File: src/rtl/axi_mem_arbiter.sv
// axi_mem_arbiter: 2:1 AXI4 arbiter in front of the PS memory slave port.
// Read and write paths are arbitrated independently with round-robin
// priority. Each path carries one burst at a time, so responses go back to
// the registered grant and IDs pass through untouched.
module axi_mem_arbiter #(
  parameter int ID_W   = 6,
  parameter int ADDR_W = 32,
  parameter int DATA_W = 64
) (
  input  logic                clock,
  input  logic                reset,
  // master 0 (Rocket io_mem_axi)
  input  logic                s0_ar_valid,
  output logic                s0_ar_ready,
  input  logic [ID_W-1:0]     s0_ar_bits_id,
  input  logic [ADDR_W-1:0]   s0_ar_bits_addr,
  input  logic [7:0]          s0_ar_bits_len,
  input  logic [2:0]          s0_ar_bits_size,
  input  logic [1:0]          s0_ar_bits_burst,
  output logic                s0_r_valid,
  input  logic                s0_r_ready,
  output logic [ID_W-1:0]     s0_r_bits_id,
  output logic [DATA_W-1:0]   s0_r_bits_data,
  output logic [1:0]          s0_r_bits_resp,
  output logic                s0_r_bits_last,
  input  logic                s0_aw_valid,
  output logic                s0_aw_ready,
  input  logic [ID_W-1:0]     s0_aw_bits_id,
  input  logic [ADDR_W-1:0]   s0_aw_bits_addr,
  input  logic [7:0]          s0_aw_bits_len,
  input  logic [2:0]          s0_aw_bits_size,
  input  logic [1:0]          s0_aw_bits_burst,
  input  logic                s0_w_valid,
  output logic                s0_w_ready,
  input  logic [DATA_W-1:0]   s0_w_bits_data,
  input  logic [DATA_W/8-1:0] s0_w_bits_strb,
  input  logic                s0_w_bits_last,
  output logic                s0_b_valid,
  input  logic                s0_b_ready,
  output logic [ID_W-1:0]     s0_b_bits_id,
  output logic [1:0]          s0_b_bits_resp,
  // master 1 (DMA / debug loader)
  input  logic                s1_ar_valid,
  output logic                s1_ar_ready,
  input  logic [ID_W-1:0]     s1_ar_bits_id,
  input  logic [ADDR_W-1:0]   s1_ar_bits_addr,
  input  logic [7:0]          s1_ar_bits_len,
  input  logic [2:0]          s1_ar_bits_size,
  input  logic [1:0]          s1_ar_bits_burst,
  output logic                s1_r_valid,
  input  logic                s1_r_ready,
  output logic [ID_W-1:0]     s1_r_bits_id,
  output logic [DATA_W-1:0]   s1_r_bits_data,
  output logic [1:0]          s1_r_bits_resp,
  output logic                s1_r_bits_last,
  input  logic                s1_aw_valid,
  output logic                s1_aw_ready,
  input  logic [ID_W-1:0]     s1_aw_bits_id,
  input  logic [ADDR_W-1:0]   s1_aw_bits_addr,
  input  logic [7:0]          s1_aw_bits_len,
  input  logic [2:0]          s1_aw_bits_size,
  input  logic [1:0]          s1_aw_bits_burst,
  input  logic                s1_w_valid,
  output logic                s1_w_ready,
  input  logic [DATA_W-1:0]   s1_w_bits_data,
  input  logic [DATA_W/8-1:0] s1_w_bits_strb,
  input  logic                s1_w_bits_last,
  output logic                s1_b_valid,
  input  logic                s1_b_ready,
  output logic [ID_W-1:0]     s1_b_bits_id,
  output logic [1:0]          s1_b_bits_resp,
  // downstream slave (PS S_AXI)
  output logic                m_ar_valid,
  input  logic                m_ar_ready,
  output logic [ID_W-1:0]     m_ar_bits_id,
  output logic [ADDR_W-1:0]   m_ar_bits_addr,
  output logic [7:0]          m_ar_bits_len,
  output logic [2:0]          m_ar_bits_size,
  output logic [1:0]          m_ar_bits_burst,
  input  logic                m_r_valid,
  output logic                m_r_ready,
  input  logic [ID_W-1:0]     m_r_bits_id,
  input  logic [DATA_W-1:0]   m_r_bits_data,
  input  logic [1:0]          m_r_bits_resp,
  input  logic                m_r_bits_last,
  output logic                m_aw_valid,
  input  logic                m_aw_ready,
  output logic [ID_W-1:0]     m_aw_bits_id,
  output logic [ADDR_W-1:0]   m_aw_bits_addr,
  output logic [7:0]          m_aw_bits_len,
  output logic [2:0]          m_aw_bits_size,
  output logic [1:0]          m_aw_bits_burst,
  output logic                m_w_valid,
  input  logic                m_w_ready,
  output logic [DATA_W-1:0]   m_w_bits_data,
  output logic [DATA_W/8-1:0] m_w_bits_strb,
  output logic                m_w_bits_last,
  input  logic                m_b_valid,
  output logic                m_b_ready,
  input  logic [ID_W-1:0]     m_b_bits_id,
  input  logic [1:0]          m_b_bits_resp,
  // debug
  output logic                o_rd_owner,
  output logic                o_wr_owner
);

  typedef enum logic [1:0] {R_IDLE, R_ADDR, R_DATA} rd_state_e;
  typedef enum logic [1:0] {W_IDLE, W_ADDR, W_DATA, W_RESP} wr_state_e;

  rd_state_e rd_state_q, rd_state_d;
  wr_state_e wr_state_q, wr_state_d;
  logic      rd_gnt_q, rd_gnt_d, rd_last_q, rd_last_d;
  logic      wr_gnt_q, wr_gnt_d, wr_last_q, wr_last_d;
  logic      rd_pick, wr_pick;

  // With both masters requesting, the one not served last wins
  assign rd_pick = (s0_ar_valid & s1_ar_valid) ? ~rd_last_q : s1_ar_valid;
  assign wr_pick = (s0_aw_valid & s1_aw_valid) ? ~wr_last_q : s1_aw_valid;

  assign o_rd_owner = rd_gnt_q;
  assign o_wr_owner = wr_gnt_q;

  // Read FSM next state: grant in idle, advance on AR and last-R handshakes
  always_comb begin
    rd_state_d = rd_state_q;
    rd_gnt_d   = rd_gnt_q;
    rd_last_d  = rd_last_q;
    case (rd_state_q)
      R_IDLE: if (s0_ar_valid | s1_ar_valid) begin
        rd_gnt_d   = rd_pick;
        rd_last_d  = rd_pick;
        rd_state_d = R_ADDR;
      end
      R_ADDR: if (m_ar_valid & m_ar_ready) rd_state_d = R_DATA;
      R_DATA: if (m_r_valid & m_r_ready & m_r_bits_last) rd_state_d = R_IDLE;
      default: rd_state_d = R_IDLE;
    endcase
  end

  // Read FSM registers; rd_last resets to 1 so master 0 wins the first tie
  always_ff @(posedge clock) begin
    if (reset) begin
      rd_state_q <= R_IDLE;
      rd_gnt_q   <= 1'b0;
      rd_last_q  <= 1'b1;
    end else begin
      rd_state_q <= rd_state_d;
      rd_gnt_q   <= rd_gnt_d;
      rd_last_q  <= rd_last_d;
    end
  end

  // Write FSM next state: grant in idle, then AW, W until last, then B
  always_comb begin
    wr_state_d = wr_state_q;
    wr_gnt_d   = wr_gnt_q;
    wr_last_d  = wr_last_q;
    case (wr_state_q)
      W_IDLE: if (s0_aw_valid | s1_aw_valid) begin
        wr_gnt_d   = wr_pick;
        wr_last_d  = wr_pick;
        wr_state_d = W_ADDR;
      end
      W_ADDR: if (m_aw_valid & m_aw_ready) wr_state_d = W_DATA;
      W_DATA: if (m_w_valid & m_w_ready & m_w_bits_last) wr_state_d = W_RESP;
      W_RESP: if (m_b_valid & m_b_ready) wr_state_d = W_IDLE;
      default: wr_state_d = W_IDLE;
    endcase
  end

  // Write FSM registers
  always_ff @(posedge clock) begin
    if (reset) begin
      wr_state_q <= W_IDLE;
      wr_gnt_q   <= 1'b0;
      wr_last_q  <= 1'b1;
    end else begin
      wr_state_q <= wr_state_d;
      wr_gnt_q   <= wr_gnt_d;
      wr_last_q  <= wr_last_d;
    end
  end

  // AR routing: only in R_ADDR, only between the granted master and downstream
  always_comb begin
    m_ar_valid      = 1'b0;
    m_ar_bits_id    = '0;
    m_ar_bits_addr  = '0;
    m_ar_bits_len   = '0;
    m_ar_bits_size  = '0;
    m_ar_bits_burst = '0;
    s0_ar_ready     = 1'b0;
    s1_ar_ready     = 1'b0;
    if (rd_state_q == R_ADDR) begin
      if (rd_gnt_q) begin
        m_ar_valid      = s1_ar_valid;
        m_ar_bits_id    = s1_ar_bits_id;
        m_ar_bits_addr  = s1_ar_bits_addr;
        m_ar_bits_len   = s1_ar_bits_len;
        m_ar_bits_size  = s1_ar_bits_size;
        m_ar_bits_burst = s1_ar_bits_burst;
        s1_ar_ready     = m_ar_ready;
      end else begin
        m_ar_valid      = s0_ar_valid;
        m_ar_bits_id    = s0_ar_bits_id;
        m_ar_bits_addr  = s0_ar_bits_addr;
        m_ar_bits_len   = s0_ar_bits_len;
        m_ar_bits_size  = s0_ar_bits_size;
        m_ar_bits_burst = s0_ar_bits_burst;
        s0_ar_ready     = m_ar_ready;
      end
    end
  end

  // R routing: downstream beats go to the granted master only in R_DATA
  always_comb begin
    m_r_ready      = 1'b0;
    s0_r_valid     = 1'b0;
    s0_r_bits_id   = '0;
    s0_r_bits_data = '0;
    s0_r_bits_resp = '0;
    s0_r_bits_last = 1'b0;
    s1_r_valid     = 1'b0;
    s1_r_bits_id   = '0;
    s1_r_bits_data = '0;
    s1_r_bits_resp = '0;
    s1_r_bits_last = 1'b0;
    if (rd_state_q == R_DATA) begin
      if (rd_gnt_q) begin
        s1_r_valid     = m_r_valid;
        s1_r_bits_id   = m_r_bits_id;
        s1_r_bits_data = m_r_bits_data;
        s1_r_bits_resp = m_r_bits_resp;
        s1_r_bits_last = m_r_bits_last;
        m_r_ready      = s1_r_ready;
      end else begin
        s0_r_valid     = m_r_valid;
        s0_r_bits_id   = m_r_bits_id;
        s0_r_bits_data = m_r_bits_data;
        s0_r_bits_resp = m_r_bits_resp;
        s0_r_bits_last = m_r_bits_last;
        m_r_ready      = s0_r_ready;
      end
    end
  end

  // AW routing: only in W_ADDR
  always_comb begin
    m_aw_valid      = 1'b0;
    m_aw_bits_id    = '0;
    m_aw_bits_addr  = '0;
    m_aw_bits_len   = '0;
    m_aw_bits_size  = '0;
    m_aw_bits_burst = '0;
    s0_aw_ready     = 1'b0;
    s1_aw_ready     = 1'b0;
    if (wr_state_q == W_ADDR) begin
      if (wr_gnt_q) begin
        m_aw_valid      = s1_aw_valid;
        m_aw_bits_id    = s1_aw_bits_id;
        m_aw_bits_addr  = s1_aw_bits_addr;
        m_aw_bits_len   = s1_aw_bits_len;
        m_aw_bits_size  = s1_aw_bits_size;
        m_aw_bits_burst = s1_aw_bits_burst;
        s1_aw_ready     = m_aw_ready;
      end else begin
        m_aw_valid      = s0_aw_valid;
        m_aw_bits_id    = s0_aw_bits_id;
        m_aw_bits_addr  = s0_aw_bits_addr;
        m_aw_bits_len   = s0_aw_bits_len;
        m_aw_bits_size  = s0_aw_bits_size;
        m_aw_bits_burst = s0_aw_bits_burst;
        s0_aw_ready     = m_aw_ready;
      end
    end
  end

  // W routing: only after the AW handshake, so early W data is held off
  always_comb begin
    m_w_valid     = 1'b0;
    m_w_bits_data = '0;
    m_w_bits_strb = '0;
    m_w_bits_last = 1'b0;
    s0_w_ready    = 1'b0;
    s1_w_ready    = 1'b0;
    if (wr_state_q == W_DATA) begin
      if (wr_gnt_q) begin
        m_w_valid     = s1_w_valid;
        m_w_bits_data = s1_w_bits_data;
        m_w_bits_strb = s1_w_bits_strb;
        m_w_bits_last = s1_w_bits_last;
        s1_w_ready    = m_w_ready;
      end else begin
        m_w_valid     = s0_w_valid;
        m_w_bits_data = s0_w_bits_data;
        m_w_bits_strb = s0_w_bits_strb;
        m_w_bits_last = s0_w_bits_last;
        s0_w_ready    = m_w_ready;
      end
    end
  end

  // B routing: response returns to the granted master only in W_RESP
  always_comb begin
    m_b_ready      = 1'b0;
    s0_b_valid     = 1'b0;
    s0_b_bits_id   = '0;
    s0_b_bits_resp = '0;
    s1_b_valid     = 1'b0;
    s1_b_bits_id   = '0;
    s1_b_bits_resp = '0;
    if (wr_state_q == W_RESP) begin
      if (wr_gnt_q) begin
        s1_b_valid     = m_b_valid;
        s1_b_bits_id   = m_b_bits_id;
        s1_b_bits_resp = m_b_bits_resp;
        m_b_ready      = s1_b_ready;
      end else begin
        s0_b_valid     = m_b_valid;
        s0_b_bits_id   = m_b_bits_id;
        s0_b_bits_resp = m_b_bits_resp;
        m_b_ready      = s0_b_ready;
      end
    end
  end

endmodule

File: config.mk
export PLATFORM = sky130hd
export DESIGN_NAME = axi_mem_arbiter
export DESIGN_NICKNAME = d
export VERILOG_FILES = /design/src/rtl/axi_mem_arbiter.sv
export SDC_FILE = /design/constraint.sdc
export NUM_CORES = 1
export LEC_CHECK = 0
export ABC_AREA = 0
export BUFFER_PORTS_ARGS = -buffer_cell sky130_fd_sc_hd__buf_2
export CORE_AREA = 2 2 310 312
export DETAILED_ROUTE_END_ITERATION = 8
export DIE_AREA = 0 0 312 314
export REMOVE_ABC_BUFFERS = 1
export SLEW_MARGIN = 20
export SYNTH_ARGS = -nofsm -noshare
export SYNTH_HDL_FRONTEND = slang
export SYNTH_SLANG_ARGS = --single-unit
File: constraint.sdc
create_clock -name clock -period 2.62 [get_ports clock]
set_clock_uncertainty 0.05 [all_clocks]
set_input_delay 0.524 -clock clock [delete_from_list [all_inputs] [get_ports clock]]
set_output_delay 0.524 -clock clock [all_outputs]
set_load 0.02 [all_outputs]
Yosys cells after proc, flatten, opt, wreduce, memory -nomap -nowiden
Cells that the tools add are included.
{"block": "classes", "n_eq_ne": 12, "n_mux": 91, "bitwise": 13, "reduce_logical": 6}
{"cell": "$mux W64", "count": 6}
{"cell": "$mux W32", "count": 4}
{"cell": "$mux W6", "count": 12}
{"cell": "$mux W8", "count": 6}
{"cell": "$mux W1", "count": 38}
{"cell": "$mux W2", "count": 19}
{"cell": "$ne A2 B2 Y1 const B", "count": 7}
{"cell": "$mux W3", "count": 4}
{"cell": "$and A1 B1 Y1", "count": 9}
{"cell": "$pmux W2 S4", "count": 1}
{"cell": "$eq A2 B2 Y1 const B", "count": 3}
{"cell": "$pmux W2 S3", "count": 1}
{"cell": "$eq A2 B1 Y1 const B", "count": 2}
{"cell": "$logic_not A2 Y1", "count": 2}
{"cell": "$reduce_and A2 Y1", "count": 2}
{"cell": "$reduce_and A4 Y1", "count": 1}
{"cell": "$reduce_and A3 Y1", "count": 1}
{"cell": "$not A1 Y1", "count": 2}
{"cell": "$or A1 B1 Y1", "count": 2}
{"block": "totals", "regBits": 8, "inputBits": 448, "out_inout_bits": 354, "word_cells": 128}

Depth between registers and ports, before layout
{"block": "logic_depth", "word_depth": 6, "ltp_mapped": 6, "mapped_depth_nobuf": 6}

Worst setup path after synthesis
No wires, ideal clock.
{"block": "synth_path", "kind": "register -> output", "from": "register wr_state_q[0]", "to": "output m_w_bits_data[24]", "t_arrival_ps": 1416, "required_time_ps": 2046, "slack_ps": 630, "stages_incl_launch_ff": 6, "cell_sequence": "dfxtp_1 inv_1 ha_1 clkbuf_1 clkbuf_1 nor2b_1"}
{"block": "synth_via", "elab_chain_len": 2}
{"item": "from (decl)", "line": "111", "rtl": "wr_state_e wr_state_q, wr_state_d;"}
{"item": "from (signal assigned)", "line": "178", "rtl": "wr_state_q <= wr_state_d;"}
{"item": "$eq A2 B2 Y1", "line": "286", "rtl": "if (wr_state_q == W_DATA) begin"}
{"item": "$mux W64", "line": "286"}
{"item": "to (decl)", "line": "95", "rtl": "output logic [DATA_W-1:0] m_w_bits_data,"}
Every way passes these cells.

Worst setup path in the final report
{"block": "layout_path", "from": "register wr_state_q[1]", "to": "output s0_b_valid"}
{"block": "layout_via", "elab_chain_len": 2}
{"item": "$eq A2 B2 Y1", "line": "312", "rtl": "if (wr_state_q == W_RESP) begin"}
{"item": "$mux W1", "line": "312"}
{"item": "to (decl)", "line": "38", "rtl": "output logic s0_b_valid,"}
Every way passes these cells.

==> summary.txt <==
Outcome
  – Status: finished clean

Detailed routing
  – Routed wire per std cell: 24.3 um
  – Initial DRC count: 328
  – Post-route ant nets: 0
  – Via count: 8,202
  – First-pass DRT Iterations: 5
  – DRT Wirelength: 65.4 mm
  – Drc violations: 0
  – Via/cell ratio: 3.04

Setup path
  – CP max stage cell: nor2b_2
  – Critical-path cell list: ha_1 > nor2b_2 > and2_1 > buf_2
  – Worst Setup SP: wr_state_q[1]
  – Crit path required time: 2.05 ns
  – R2r startpoint: wr_state_q[0]
  – Element type at the critical path end: primary output
  – Max FO, Critical Path: 9
  – Crit Path Category: flip-flop to primary output
  – Startpoint types: flip-flop
  – CP arrival: 1.80 ns
  – Worst Path Buf+Inv: 1
  – Top delay family on crit path: simple AND/OR/NAND/NOR gates
  – Crit-path max cell delay: 0.45 ns

Synthesis
  – Ys flop type: dfxtp_1
  – Mapped Area: 4650 um^2
  – Synth Warn #: 0
  – Yosys reg bits: 8
  – Number of synthesized flops with an enable pin: 0
  – Syn_area_per_cell: 7.09 um^2
  – Async SR Flop Fraction: 0%
  – Yosys cell types: 29
  – Cell count after synthesis: 656
  – Post-synthesis sequential area ratio: 3.45%

Clocking
  – Htree depth: 1
  – Hold-fix buffers, CTS: 0
  – Resized cells post-CTS: 1
  – Root Buffer: clkbuf_16
  – Clock Path Buffers: 2
  – CTS tree: built
  – Clock Latency Late Sink: 0.23 ns
  – Clk slew on worst S/H paths: 0.04 ns
  – Num Clock Sinks: 8
  – CTS Buf Count: 3
  – Post-CTS setup buffer count: 0

Die
  – Die area: 98,000 um^2
  – Initial Utilization: 4.92%
  – Core area: 94,400 um^2
  – Die Height: 314 um
  – FP Rows: 113
  – Die extent in x: 312 um
  – Boundary pin count: 802

GRT
  – GR Util All Layers: 12.6%
  – Global-route wire length before repair: 79.5 mm
  – Initial antenna violation count: 117
  – Vias in the first global route: 7,207
  – Global route overflow: 0
  – Largest net degree at the start of global routing: 75

Cells and area
  – NumNets Final: 1,871
  – Area growth syn-to-layout: 122%
  – Fraction of layout cells with a size suffix above 1: 58.4%
  – Layout fillers: 11,200

Timing
  – Hold Fails Final Rpt: 0
  – Final setup viols: 0
  – Final worst path period share: 90.5%
  – Max-slew violations: 0
  – Measured slew at the worst slew-check pin: 0.566 ns
  – Minimum clock period: 2.37 ns
  – RSZ-0062 raised after global routing: no
  – Final setup margin: 0.250 ns
  – F_max: 0.422 GHz
  – Max-slew headroom: 62.3%
  – Setup TNS: 0 ns

Power and ir drop
  – Largest vdd supply drop: 0.248 mV
  – Overall Power: 4.47 mW
  – Pwr/cell area: 433 nW/um^2
  – Static Leak: 5.46 nW

Min path
  – Hold Startpoint: rd_last_q
  – Hold Path Class: flip-flop to flip-flop

Flow run
  – Max Cap Violations: 0

Placed design
  – Port bufs: 801
  – Place WS: 0.248 ns
  – Post-DP HPWL: 61.4 mm
  – Placer Congestion: 0.889
## stage by stage
step	area [um^2]	utilization (%)	cells	hold slack (ns)
after floorplan	4350	-	597	0.416
after detailed placement	10200	10.8	2679	0.445
after CTS	10300	10.9	2682	0.451
after global routing	10300	10.9	2685	0.483
after global placement	10200	10.8	2679	0.430
final	10300	10.9	2694	0.453
## path summary, 6_finish.rpt
kind	depth (start not counted)	end	slack [ns]
setup / recovery	4	s0_b_valid	0.25
hold / removal	1	rd_last_q	0.45
setup reg to reg	6	wr_state_q[0]	0.88
hold reg to reg	1	rd_last_q	0.45
## power by group
part | internal, mW | switching [mW]
sequential | 0.154 | 0.0326
clock | 0.197 | 0.0603
combinational | 1.57 | 2.46
total | 1.92 | 2.55
## kinds of logic (layout without fill, tap and decap cells)
| group | after synthesis | count (layout) | share of synthesized area (%) |
|---|---|---|---|
| multiplexers | 181 | 181 | 39.0 |
| AND/OR/NAND/NOR | 380 | 380 | 47.1 |
| flip-flops | 8 | 8 | 3.45 |
| adder cells (fa/ha/maj) | 4 | 4 | 1.08 |
| buffers and inverters | 66 | 827 | 6.97 |
| other | 0 | 12 | 0 |
| AO/OA/AOI/OAI | 17 | 17 | 2.42 |
## metal layers
metal	routed length, um	vias up	GRT usage, %
met4	1510	30	1.45
met2	29200	707	20.8
li1	-	3690	-
met3	6120	158	3.88
met1	28400	3617	16.6
met5	195	-	0
## state kept, by name, summed over array words and instances, names as in the netlist
register / flops
rd_state_q: 2
o_rd_owner: 1
wr_state_q: 2
wr_last_q: 1
o_wr_owner: 1
rd_last_q: 1
## worst reg2reg max path, stage by stage, from the launching register on
cell	delay, ns
dfxtp_1	0.38
inv_1	0.11
ha_4	0.23
buf_4	0.22
a32oi_1	0.29
a31oi_1	0.12
a311oi_1	0.25
## synth_stat cells, types with 2 or more instances
master / n / area (um^2)
mux2i_1: 181 / 1810
and2_1: 157 / 982
nor2b_1: 129 / 807
nor2_1: 63 / 236
clkbuf_1: 30 / 113
buf_4: 16 / 120
and3_1: 12 / 75.1
nand2_1: 12 / 45.0
dfxtp_1: 8 / 160
buf_2: 7 / 35.0
inv_1: 7 / 26.3
buf_1: 5 / 18.8
a21oi_1: 4 / 20.0
ha_1: 4 / 50.1
nand2b_1: 3 / 18.8
a32oi_1: 2 / 17.5
nor3_1: 2 / 10.0
o211ai_1: 2 / 15.0
o21ai_1: 2 / 10.0
## placed cells by master, fill, tap and decap left out, drive strengths merged
cell and instances:
a211oi 1, a21o 1, a21oi 4, a311oi 1, a31oi 1, a32oi 2
and2 157, and3 12, buf 817, clkbuf 3, dfxtp 8, diode 12
ha 4, inv 7, mux2i 181, nand2 12, nand2b 3, nand4 1
nand4b 1, nor2 63, nor2b 129, nor3 2, o211ai 2, o21a 1
o21ai 3, o21bai 1
## layout make-up
class | instances | area [um^2] | area share [%]
Timing Repair Buffer | 817 | 4240 | 41.1
Antenna cell | 12 | 30.0 | 0.291
Tap cell | 1265 | 1580 | 15.3
Clock buffer | 3 | 75.1 | 0.727
Inverter | 7 | 26.3 | 0.254
Sequential cell | 8 | 168 | 1.62
Multi-Input combinational cell | 582 | 4200 | 40.7
No activity file was read; power rests on OpenSTA's default activity.
